`config.mk`:
```
export PLATFORM = sky130hd
export DESIGN_NAME = l2_tlb_miss_ctrl_flat
export DESIGN_NICKNAME = d
export VERILOG_FILES = /design/src/rtl/l2_tlb_miss_ctrl_pkg.sv /design/src/rtl/l2_tlb_miss_ctrl_if.sv /design/src/rtl/l2_tlb_pma_check.sv /design/src/rtl/l2_tlb_miss_ctrl.sv /design/src/flat_wrapper.sv
export SDC_FILE = /design/constraint.sdc
export NUM_CORES = 1
export LEC_CHECK = 0
export CORE_UTILIZATION = 55
export DETAILED_ROUTE_END_ITERATION = 8
export PLACE_DENSITY = 0.75
export SLEW_MARGIN = 0
export SYNTH_ARGS = -nofsm -noshare
export SYNTH_HDL_FRONTEND = slang
export SYNTH_SLANG_ARGS = --single-unit
```
`constraint.sdc`:
```
create_clock -name clk -period 8.45 [get_ports clk]
set_input_delay 1.2675 -clock clk [delete_from_list [all_inputs] [get_ports clk]]
set_output_delay 1.2675 -clock clk [all_outputs]
set_load 0.01 [all_outputs]
```
`src/rtl/l2_tlb_miss_ctrl_pkg.sv`:
```
// l2_tlb_miss_ctrl_pkg
// Shared definitions for the L2 TLB miss controller:
//   - FSM state encoding
//   - PROT_R/W/X bit positions inside the 3-bit {x,w,r} permission field
//   - PMA region table (base, limit, permission) and a range helper
package l2_tlb_miss_ctrl_pkg;

  typedef enum logic [2:0] {
    IDLE     = 3'd0,
    LOOKUP   = 3'd1,
    PTW_REQ  = 3'd2,
    PTW_WAIT = 3'd3,
    RESP     = 3'd4
  } state_t;

  localparam int PROT_R = 0;
  localparam int PROT_W = 1;
  localparam int PROT_X = 2;

  localparam logic [2:0] PROT_RWX = 3'b111;
  localparam logic [2:0] PROT_RX  = 3'((1 << PROT_X) | (1 << PROT_R));
  localparam logic [2:0] PROT_RW  = 3'((1 << PROT_W) | (1 << PROT_R));

  // Region i covers [PMA_BASE[i], PMA_LIMIT[i]); regions are disjoint.
  localparam int PMA_REGIONS = 5;
  localparam logic [PMA_REGIONS-1:0][31:0] PMA_BASE = {
    32'h8000_0000, 32'h0C00_0000, 32'h0200_0000, 32'h0000_1000, 32'h0000_0000
  };
  localparam logic [PMA_REGIONS-1:0][31:0] PMA_LIMIT = {
    32'h9000_0000, 32'h1000_0000, 32'h0201_0000, 32'h0000_2000, 32'h0000_1000
  };
  localparam logic [PMA_REGIONS-1:0][2:0] PMA_PROT = {
    PROT_RWX, PROT_RW, PROT_RW, PROT_RX, PROT_RWX
  };

  function automatic logic in_range(input logic [31:0] addr,
                                    input logic [31:0] base,
                                    input logic [31:0] limit);
    return (addr >= base) && (addr < limit);
  endfunction

endpackage

```
`src/rtl/l2_tlb_miss_ctrl_if.sv`:
```
// l2_tlb_miss_ctrl_if
// Bundles the ITLB/DTLB miss request ports, the response port, the PTW
// request/response ports and sfence.
//   slave  : controller side (takes requests, drives responses and PTW requests)
//   master : environment side (L1 TLBs + PTW)
interface l2_tlb_miss_ctrl_if #(
  parameter int VPN_W = 20,
  parameter int PPN_W = 20
);
  logic             io_itlb_req_valid;
  logic             io_itlb_req_ready;
  logic [VPN_W-1:0] io_itlb_req_bits_vpn;
  logic             io_dtlb_req_valid;
  logic             io_dtlb_req_ready;
  logic [VPN_W-1:0] io_dtlb_req_bits_vpn;
  logic             io_resp_valid;
  logic             io_resp_bits_id;
  logic [PPN_W-1:0] io_resp_bits_ppn;
  logic [2:0]       io_resp_bits_prot;
  logic             io_resp_bits_hit;
  logic             io_ptw_req_valid;
  logic             io_ptw_req_ready;
  logic [VPN_W-1:0] io_ptw_req_bits_vpn;
  logic             io_ptw_resp_valid;
  logic [PPN_W-1:0] io_ptw_resp_bits_pte_ppn;
  logic             io_sfence_valid;

  modport slave (
    input  io_itlb_req_valid, io_itlb_req_bits_vpn,
    input  io_dtlb_req_valid, io_dtlb_req_bits_vpn,
    output io_itlb_req_ready, io_dtlb_req_ready,
    output io_resp_valid, io_resp_bits_id, io_resp_bits_ppn,
    output io_resp_bits_prot, io_resp_bits_hit,
    output io_ptw_req_valid, io_ptw_req_bits_vpn,
    input  io_ptw_req_ready, io_ptw_resp_valid, io_ptw_resp_bits_pte_ppn,
    input  io_sfence_valid
  );

  modport master (
    output io_itlb_req_valid, io_itlb_req_bits_vpn,
    output io_dtlb_req_valid, io_dtlb_req_bits_vpn,
    input  io_itlb_req_ready, io_dtlb_req_ready,
    input  io_resp_valid, io_resp_bits_id, io_resp_bits_ppn,
    input  io_resp_bits_prot, io_resp_bits_hit,
    input  io_ptw_req_valid, io_ptw_req_bits_vpn,
    output io_ptw_req_ready, io_ptw_resp_valid, io_ptw_resp_bits_pte_ppn,
    output io_sfence_valid
  );
endinterface

```
`src/rtl/l2_tlb_pma_check.sv`:
```
// l2_tlb_pma_check
// Combinational PMA lookup: page number -> {x,w,r} permissions.
//   ppn  in  PPN_W  physical page number (byte address = ppn << 12, 32-bit)
//   prot out 3      OR of the permissions of every matching region, 0 if none
module l2_tlb_pma_check
  import l2_tlb_miss_ctrl_pkg::*;
#(
  parameter int PPN_W = 20
) (
  input  logic [PPN_W-1:0] ppn,
  output logic [2:0]       prot
);
  logic [31:0] addr;

  always_comb begin
    addr = 32'(ppn) << 12;
    prot = '0;
    for (int i = 0; i < PMA_REGIONS; i++) begin
      if (in_range(addr, PMA_BASE[i], PMA_LIMIT[i])) prot |= PMA_PROT[i];
    end
  end
endmodule

```
`src/rtl/l2_tlb_miss_ctrl.sv`:
```
// l2_tlb_miss_ctrl
// Shared L2 TLB between the ITLB and DTLB miss ports and the page-table
// walker. Round-robin arbitration, one request in flight, fully associative
// ENTRIES-deep array with a wrapping replacement pointer, one-cycle response.
//   clk, reset : clock, synchronous active-high reset
//   io         : l2_tlb_miss_ctrl_if.slave (requests, response, PTW, sfence)
// Build option: L2TLB_PMA_CHECK_EN -- when defined, fill permissions come
// from the PMA map (l2_tlb_pma_check); otherwise every fill gets RWX.
module l2_tlb_miss_ctrl
  import l2_tlb_miss_ctrl_pkg::*;
#(
  parameter int VPN_W   = 20,
  parameter int PPN_W   = 20,
  parameter int ENTRIES = 8
) (
  input  logic                  clk,
  input  logic                  reset,
  l2_tlb_miss_ctrl_if.slave     io
);
  localparam int IDX_W = $clog2(ENTRIES);

  state_t state, state_nxt;

  logic             last_dtlb;   // 1 = previous grant went to DTLB
  logic             gnt_i, gnt_d, accept, fill;
  logic [VPN_W-1:0] vpn_q;
  logic             id_q;
  logic [PPN_W-1:0] ppn_q;
  logic [2:0]       prot_q;
  logic             hit_q;

  logic [ENTRIES-1:0]            ent_vld;
  logic [ENTRIES-1:0][VPN_W-1:0] ent_vpn;
  logic [ENTRIES-1:0][PPN_W-1:0] ent_ppn;
  logic [ENTRIES-1:0][2:0]       ent_prot;
  logic [IDX_W-1:0]              repl_ptr;

  logic [ENTRIES-1:0] hit_vec;
  logic               lookup_hit;
  logic [PPN_W-1:0]   hit_ppn;
  logic [2:0]         hit_prot;
  logic [2:0]         fill_prot;

  // Ready is a pure function of the valids while IDLE; on contention the
  // requester not served last wins.
  always_comb begin
    gnt_i = 1'b0;
    gnt_d = 1'b0;
    if (state == IDLE) begin
      gnt_i = io.io_itlb_req_valid && (!io.io_dtlb_req_valid ||  last_dtlb);
      gnt_d = io.io_dtlb_req_valid && (!io.io_itlb_req_valid || !last_dtlb);
    end
  end

  assign accept = gnt_i | gnt_d;
  assign fill   = (state == PTW_WAIT) && io.io_ptw_resp_valid;

  for (genvar g = 0; g < ENTRIES; g++) begin : g_cmp
    assign hit_vec[g] = ent_vld[g] && (ent_vpn[g] == vpn_q);
  end

  // Tags are never duplicated, so hit_vec is one-hot or zero and an OR
  // mux selects the matching entry.
  always_comb begin
    hit_ppn  = '0;
    hit_prot = '0;
    for (int i = 0; i < ENTRIES; i++) begin
      if (hit_vec[i]) begin
        hit_ppn  |= ent_ppn[i];
        hit_prot |= ent_prot[i];
      end
    end
  end
  assign lookup_hit = |hit_vec;

`ifdef L2TLB_PMA_CHECK_EN
  l2_tlb_pma_check #(.PPN_W(PPN_W)) u_pma (
    .ppn  (io.io_ptw_resp_bits_pte_ppn),
    .prot (fill_prot)
  );
`else
  assign fill_prot = PROT_RWX;
`endif

  always_comb begin
    state_nxt = state;
    unique case (state)
      IDLE:     if (accept) state_nxt = LOOKUP;
      LOOKUP:   state_nxt = lookup_hit ? RESP : PTW_REQ;
      PTW_REQ:  if (io.io_ptw_req_ready) state_nxt = PTW_WAIT;
      PTW_WAIT: if (io.io_ptw_resp_valid) state_nxt = RESP;
      RESP:     state_nxt = IDLE;
      default:  state_nxt = IDLE;
    endcase
  end

  always_ff @(posedge clk) begin
    if (reset) begin
      state     <= IDLE;
      last_dtlb <= 1'b1;
      vpn_q     <= '0;
      id_q      <= 1'b0;
      ppn_q     <= '0;
      prot_q    <= '0;
      hit_q     <= 1'b0;
      ent_vld   <= '0;
      repl_ptr  <= '0;
    end else begin
      state <= state_nxt;
      if (accept) begin
        vpn_q     <= gnt_d ? io.io_dtlb_req_bits_vpn : io.io_itlb_req_bits_vpn;
        id_q      <= gnt_d;
        last_dtlb <= gnt_d;
      end
      if (state == LOOKUP && lookup_hit) begin
        ppn_q  <= hit_ppn;
        prot_q <= hit_prot;
        hit_q  <= 1'b1;
      end
      if (fill) begin
        ppn_q    <= io.io_ptw_resp_bits_pte_ppn;
        prot_q   <= fill_prot;
        hit_q    <= 1'b0;
        repl_ptr <= repl_ptr + 1'b1;
        if (!io.io_sfence_valid) ent_vld[repl_ptr] <= 1'b1;
      end
      // Flush wins over a same-cycle fill.
      if (io.io_sfence_valid) ent_vld <= '0;
    end
  end

  // Entry payload needs no reset: it is qualified by ent_vld.
  always_ff @(posedge clk) begin
    if (fill && !io.io_sfence_valid) begin
      ent_vpn[repl_ptr]  <= vpn_q;
      ent_ppn[repl_ptr]  <= io.io_ptw_resp_bits_pte_ppn;
      ent_prot[repl_ptr] <= fill_prot;
    end
  end

  assign io.io_itlb_req_ready   = gnt_i;
  assign io.io_dtlb_req_ready   = gnt_d;
  assign io.io_resp_valid       = (state == RESP);
  assign io.io_resp_bits_id     = id_q;
  assign io.io_resp_bits_ppn    = ppn_q;
  assign io.io_resp_bits_prot   = prot_q;
  assign io.io_resp_bits_hit    = hit_q;
  assign io.io_ptw_req_valid    = (state == PTW_REQ);
  assign io.io_ptw_req_bits_vpn = vpn_q;

endmodule

```
`src/flat_wrapper.sv`:
```
// flat-port wrapper written by rule: the top's interface ports become plain ports
module l2_tlb_miss_ctrl_flat import l2_tlb_miss_ctrl_pkg::*;
#(
  parameter int VPN_W   = 20,
  parameter int PPN_W   = 20,
  parameter int ENTRIES = 8
)
  (clk, reset, io_io_itlb_req_valid, io_io_itlb_req_bits_vpn, io_io_dtlb_req_valid, io_io_dtlb_req_bits_vpn, io_io_itlb_req_ready, io_io_dtlb_req_ready, io_io_resp_valid, io_io_resp_bits_id, io_io_resp_bits_ppn, io_io_resp_bits_prot, io_io_resp_bits_hit, io_io_ptw_req_valid, io_io_ptw_req_bits_vpn, io_io_ptw_req_ready, io_io_ptw_resp_valid, io_io_ptw_resp_bits_pte_ppn, io_io_sfence_valid);
  l2_tlb_miss_ctrl_if #(.VPN_W(VPN_W), .PPN_W(PPN_W)) io_i ();
  input  logic clk;
  input  logic reset;
  input wire logic [$bits(io_i.io_itlb_req_valid)-1:0] io_io_itlb_req_valid;
  input wire logic [$bits(io_i.io_itlb_req_bits_vpn)-1:0] io_io_itlb_req_bits_vpn;
  input wire logic [$bits(io_i.io_dtlb_req_valid)-1:0] io_io_dtlb_req_valid;
  input wire logic [$bits(io_i.io_dtlb_req_bits_vpn)-1:0] io_io_dtlb_req_bits_vpn;
  output wire logic [$bits(io_i.io_itlb_req_ready)-1:0] io_io_itlb_req_ready;
  output wire logic [$bits(io_i.io_dtlb_req_ready)-1:0] io_io_dtlb_req_ready;
  output wire logic [$bits(io_i.io_resp_valid)-1:0] io_io_resp_valid;
  output wire logic [$bits(io_i.io_resp_bits_id)-1:0] io_io_resp_bits_id;
  output wire logic [$bits(io_i.io_resp_bits_ppn)-1:0] io_io_resp_bits_ppn;
  output wire logic [$bits(io_i.io_resp_bits_prot)-1:0] io_io_resp_bits_prot;
  output wire logic [$bits(io_i.io_resp_bits_hit)-1:0] io_io_resp_bits_hit;
  output wire logic [$bits(io_i.io_ptw_req_valid)-1:0] io_io_ptw_req_valid;
  output wire logic [$bits(io_i.io_ptw_req_bits_vpn)-1:0] io_io_ptw_req_bits_vpn;
  input wire logic [$bits(io_i.io_ptw_req_ready)-1:0] io_io_ptw_req_ready;
  input wire logic [$bits(io_i.io_ptw_resp_valid)-1:0] io_io_ptw_resp_valid;
  input wire logic [$bits(io_i.io_ptw_resp_bits_pte_ppn)-1:0] io_io_ptw_resp_bits_pte_ppn;
  input wire logic [$bits(io_i.io_sfence_valid)-1:0] io_io_sfence_valid;
  assign io_i.io_itlb_req_valid = io_io_itlb_req_valid;
  assign io_i.io_itlb_req_bits_vpn = io_io_itlb_req_bits_vpn;
  assign io_i.io_dtlb_req_valid = io_io_dtlb_req_valid;
  assign io_i.io_dtlb_req_bits_vpn = io_io_dtlb_req_bits_vpn;
  assign io_io_itlb_req_ready = io_i.io_itlb_req_ready;
  assign io_io_dtlb_req_ready = io_i.io_dtlb_req_ready;
  assign io_io_resp_valid = io_i.io_resp_valid;
  assign io_io_resp_bits_id = io_i.io_resp_bits_id;
  assign io_io_resp_bits_ppn = io_i.io_resp_bits_ppn;
  assign io_io_resp_bits_prot = io_i.io_resp_bits_prot;
  assign io_io_resp_bits_hit = io_i.io_resp_bits_hit;
  assign io_io_ptw_req_valid = io_i.io_ptw_req_valid;
  assign io_io_ptw_req_bits_vpn = io_i.io_ptw_req_bits_vpn;
  assign io_i.io_ptw_req_ready = io_io_ptw_req_ready;
  assign io_i.io_ptw_resp_valid = io_io_ptw_resp_valid;
  assign io_i.io_ptw_resp_bits_pte_ppn = io_io_ptw_resp_bits_pte_ppn;
  assign io_i.io_sfence_valid = io_io_sfence_valid;
  l2_tlb_miss_ctrl #(.VPN_W(VPN_W), .PPN_W(PPN_W), .ENTRIES(ENTRIES)) u_core (.clk(clk), .reset(reset), .io(io_i));
endmodule
```
# After elaboration in Yosys (flattened, before gate mapping)
# Cells that the tools add are included.
dict set report op_classes {
  n_addsub 1
  n_lt_le_gt_ge 2
  eq_ne 15
  mux 36
  bitwise_logic 17
  n_reduce_logical 26
}
# operator n
set op_table {}
lappend op_table {{$bwmux 160} 2}
lappend op_table {{$mux 20} 12}
lappend op_table {{$eq 20x20->1} 8}
lappend op_table {{$or 20x20->20} 7}
lappend op_table {{$demux 20 s3} 1}
lappend op_table {{$mux 3} 15}
lappend op_table {{$or 24x24->24} 1}
lappend op_table {{$or 3x3->3} 7}
lappend op_table {{$logic_and 1x1->1} 14}
lappend op_table {{$pmux 3 s4} 1}
lappend op_table {{$demux 3 s3} 1}
lappend op_table {{$or 8x8->8} 1}
lappend op_table {{$reduce_or 8->1} 1}
lappend op_table {{$eq 3x2->1 const B} 2}
lappend op_table {{$logic_not 1->1} 4}
lappend op_table {{$lt 3x4->1 const B} 1}
lappend op_table {{$ne 2x1->1 const B} 2}
lappend op_table {{$reduce_or 2->1} 2}
lappend op_table {{$add 3x1->3 const B} 1}
lappend op_table {{$demux 1 s3} 1}
lappend op_table {{$eq 3x1->1 const B} 1}
lappend op_table {{$eq 3x3->1 const B} 1}
lappend op_table {{$ge 3x1->1 const B} 1}
lappend op_table {{$logic_not 3->1} 1}
lappend op_table {{6 further kinds} 9}
dict set report word_totals {
  reg_bits 404
  input_bits 67
  output_inout_bits 49
  wordCells 130
}

# Logic depth before layout (Yosys ltp)
dict set report logic_depth {
  depth_word 19
  depth_mapped 11
  ltp_nobuf 8
}

# Worst setup path before layout
# No wires, ideal clock.
dict set report synth_path {
  path_kind {input to register}
  start {input io_io_ptw_resp_valid}
  end {register u_core.ent_ppn[140] (netlist name), enable pin}
  setup_time_ps 438
  arrival_ps 3248
  t_required_ps 8012
  slack_ps 4764
  cell_stages 3
  path_buffers 0
  cell_sequence {and3_1 > nand2b_1 > nor2_1}
}
dict set report synth_between {
  elab_chain_cells 2
}
# element line
set synth_rtl {}
lappend synth_rtl {{start: declaration} flat_wrapper.sv:26} ;# input wire logic [$bits(io_i.io_ptw_resp_valid)-1:0] io_io_ptw_resp_valid;
lappend synth_rtl {{$logic_and 1x1->1} l2_tlb_miss_ctrl.sv:56} ;# assign fill = (state == PTW_WAIT) && io.io_ptw_resp_valid;
lappend synth_rtl {{$logic_and 1x1->1} l2_tlb_miss_ctrl.sv:134} ;# if (fill && !io.io_sfence_valid) begin
lappend synth_rtl {{end signal: indexed assignment} l2_tlb_miss_ctrl.sv:136} ;# ent_ppn[repl_ptr] <= io.io_ptw_resp_bits_pte_ppn;
lappend synth_rtl {{end: declaration} l2_tlb_miss_ctrl.sv:34} ;# logic [ENTRIES-1:0][PPN_W-1:0] ent_ppn;
# Every way passes these cells.
# A chain may end at the register's enable or synchronous reset.

# Worst setup path after layout
dict set report layout_path {
  start {input io_io_itlb_req_valid}
  end {output io_io_dtlb_req_ready}
}
dict set report layout_between {
  elab_chain_cells 4
}
# element line
set layout_rtl {}
lappend layout_rtl {{start: declaration} flat_wrapper.sv:12} ;# input wire logic [$bits(io_i.io_itlb_req_valid)-1:0] io_io_itlb_req_valid;
lappend layout_rtl {{$logic_not 1->1} l2_tlb_miss_ctrl.sv:51} ;# gnt_d = io.io_dtlb_req_valid && (!io.io_itlb_req_valid || !last_dtlb);
lappend layout_rtl {{$logic_or 1x1->1} l2_tlb_miss_ctrl.sv:51}
lappend layout_rtl {{$logic_and 1x1->1} l2_tlb_miss_ctrl.sv:51}
lappend layout_rtl {{$mux 1} l2_tlb_miss_ctrl.sv:49} ;# if (state == IDLE) begin
lappend layout_rtl {{end: declaration} flat_wrapper.sv:17} ;# output wire logic [$bits(io_i.io_dtlb_req_ready)-1:0] io_io_dtlb_req_ready;
# Every way passes these cells.

==> run metrics <==
result of the run completed; period utilization 0.550; maximum buffer depth of the clock tree 3; unrepaired setup endpoints after global routing false; maximum vdd drop 0.153 mV; predominant post-synthesis flop cell edfxtp_1; Max stage delay cell, worst path nand3_2; dominant cell by count in the synthesized netlist edfxtp_1; unique cell type count in the Yosys netlist 49; Slew @ Worst Pin 1.09 ns; share of synthesized area occupied by flip-flops and latches 0.703; buffers added on ports 115; category of the critical setup timing path input port to output port; buffer type at the clock tree root clkbuf_16; headroom to the max-slew limit 0.272; post-synthesis to final-layout area growth 17.9%; critical path startpoint category input port; final design instance area without fill 19300 um2; CTS Buf Count 40; H-tree levels 2; setup violators final 0; Gate Count Post-Synth 1088; routability congestion estimate from global placement 0.846; list of most frequent post-synthesis cells edfxtp_1, xnor2_1, dfxtp_1; power per standard cell area 233 nW/um2; fraction of synthesis flops using an asynchronous set or reset pin 0; layout cells sized above 1 0.101; Slowest Stage Delay on Critical Path 0.67 ns; Inserted Diodes 0; grt ovf 0; net total in the final layout 1287; DP Area 18000 um2; remaining design rule violation count 0; total routing usage reported by global routing 0.254; later-pin clock latency in the skew report 0.54 ns; number of cells traversed by the worst hold path 1; Starting DRT DRC Count 1096; via density per instance 6.10; most repeated library cell on the critical path clkdlybuf4s50_1; cells along the critical path clkdlybuf4s50_1 > nand2_1 > nand3_2 > inv_1 > clkdlybuf4s50_1; Synth Area per Inst 15.1 um2; half-perimeter wire length after placement 22400 um; routed vias 9971; number of synthesis warnings 0; largest net degree at the start of global routing 42; CTS clock-pin slew for the worst setup and hold paths 0.06 ns; Initial Util 0.565; number of primary I/O pins 116; min-delay worst type register to register; Final Max Tran Viols 0; biggest area contributors in the synthesized netlist edfxtp_1, dfxtp_1, xnor2_1; data required time at the worst endpoint 7.18 ns; endpoint class of the critical path output port; Initial DRT Pass Iterations 5; global-route wire length before repair 58700 um; vertical die dimension 175 um; number of rows in the core area 62; cell type contributing the most total cell area after synthesis edfxtp_1; setup TNS after final layout 0 ns; residual antenna-violating net count after detailed routing 0; worst-case hold slack 0.487 ns; CTS tree built; Final Hold Violating Endpoints 0; number of buffers added to fix hold violations after cts 0; post-layout instance count excluding filler cells 1634; Post-synth EDFFs 344; top cell type's share of synthesized area 0.630; worst reg2reg setup slack 4.52 ns; routed length per placed instance 23.2 um; CTS-repair resized insts 0; Die W 175 um; largest driver fanout on the critical path 41; category of cells accounting for the largest share of critical-path delay buffers and inverters; flops & latches, synth 404; Num Clock Sinks 404; max_cap viols 0; Tmin final 4.65 ns; worst clock skew 0.0217 ns; depth of the worst register-to-register path 10; setup slack after layout 3.80 ns; final WL 37900 um; Crit path depth 5; DP Worst Slack 3.57 ns; data arrival time at the worst-slack endpoint 3.38 ns; antenna violations before repair 0; core footprint 29000 um2; static leakage 6.01 nW; number of buffer and inverter stages on the critical path 3; Achievable Freq 0.215 GHz; vias in the first global route 10100; cell area after synthesis 16400 um2; die footprint 30500 um2; number of placed instances, taps included 1561; number of setup buffers added after CTS 0; synthesized net count 1156
## layer usage
metal  part of all wire  global-route usage  vias up
met5                  0                   0        -
met4              0.028              0.0917        0
met3              0.078              0.0418       78
met2               0.46               0.398      433
met1               0.43               0.361     4978
li1                   -                   -     4482
## final timing paths
| check | startpoint | end |
|---|---|---|
| min | u_core.io.io_resp_bits_ppn[7] | u_core.io.io_resp_bits_ppn[7] |
| max | io_io_itlb_req_valid | io_io_dtlb_req_ready |
| max reg2reg | u_core.io.io_ptw_req_bits_vpn[7] | u_core.io.io_resp_bits_ppn[11] |
| min reg2reg | u_core.io.io_resp_bits_ppn[7] | u_core.io.io_resp_bits_ppn[7] |
## final cells by class
cell class	instances	area, um2
Tap cell	384	480
Sequential cell	404	11500
Clock inverter	17	195
Fill cell	1991	9680
Timing Repair Buffer	149	1410
Inverter	6	22.5
Clock buffer	56	1180
Multi-Input combinational cell	618	4520
## placed cells by master (no fill, tap or decap), types with 23 or more instances in the layout
master / instances
nand2_1: 49
buf_4: 34
xor2_1: 32
clkbuf_16: 44
nor4_1: 26
edfxtp_1: 344
dfxtp_1: 60
xnor2_1: 129
nor2_1: 45
a221oi_1: 40
a22o_1: 40
nand3_1: 23
clkdlybuf4s50_1: 115
nand4_1: 49
## flip-flops by register name, summed over array words and instances (netlist names)
name / flops
u_core.io.io_resp_bits_id: 1
u_core.ent_ppn: 160
u_core.io.io_resp_bits_hit: 1
u_core.io.io_ptw_req_bits_vpn: 20
u_core.ent_vld: 8
u_core.repl_ptr: 3
u_core.io.io_resp_bits_prot: 3
u_core.io.io_resp_bits_ppn: 20
u_core.state: 3
u_core.last_dtlb: 1
u_core.ent_prot: 24
u_core.ent_vpn: 160
## cell families after synthesis
logic type / count (synthesis) / share of synthesized area
XOR/XNOR: 162 / 0.0877
buffers and inverters: 66 / 0.0240
AND/OR/NAND/NOR: 285 / 0.0966
flip-flops: 404 / 0.703
adder cells (fa/ha/maj): 1 / 0.000763
AO/OA/AOI/OAI: 169 / 0.0874
multiplexers: 1 / 0.000610
## stage by stage
stage	power, mW	util
after floorplan	2.54	-
after global placement	2.71	0.619
after detailed placement	2.72	0.619
after CTS	4.53	0.666
after global routing	4.63	0.666
final	4.51	0.666
## report_power, final
group          switching (mW)  internal [mW]
clock network           0.729           1.10
registers              0.0248           2.21
logic                   0.271          0.181
Note: power is estimated with default switching activity, not from simulation.
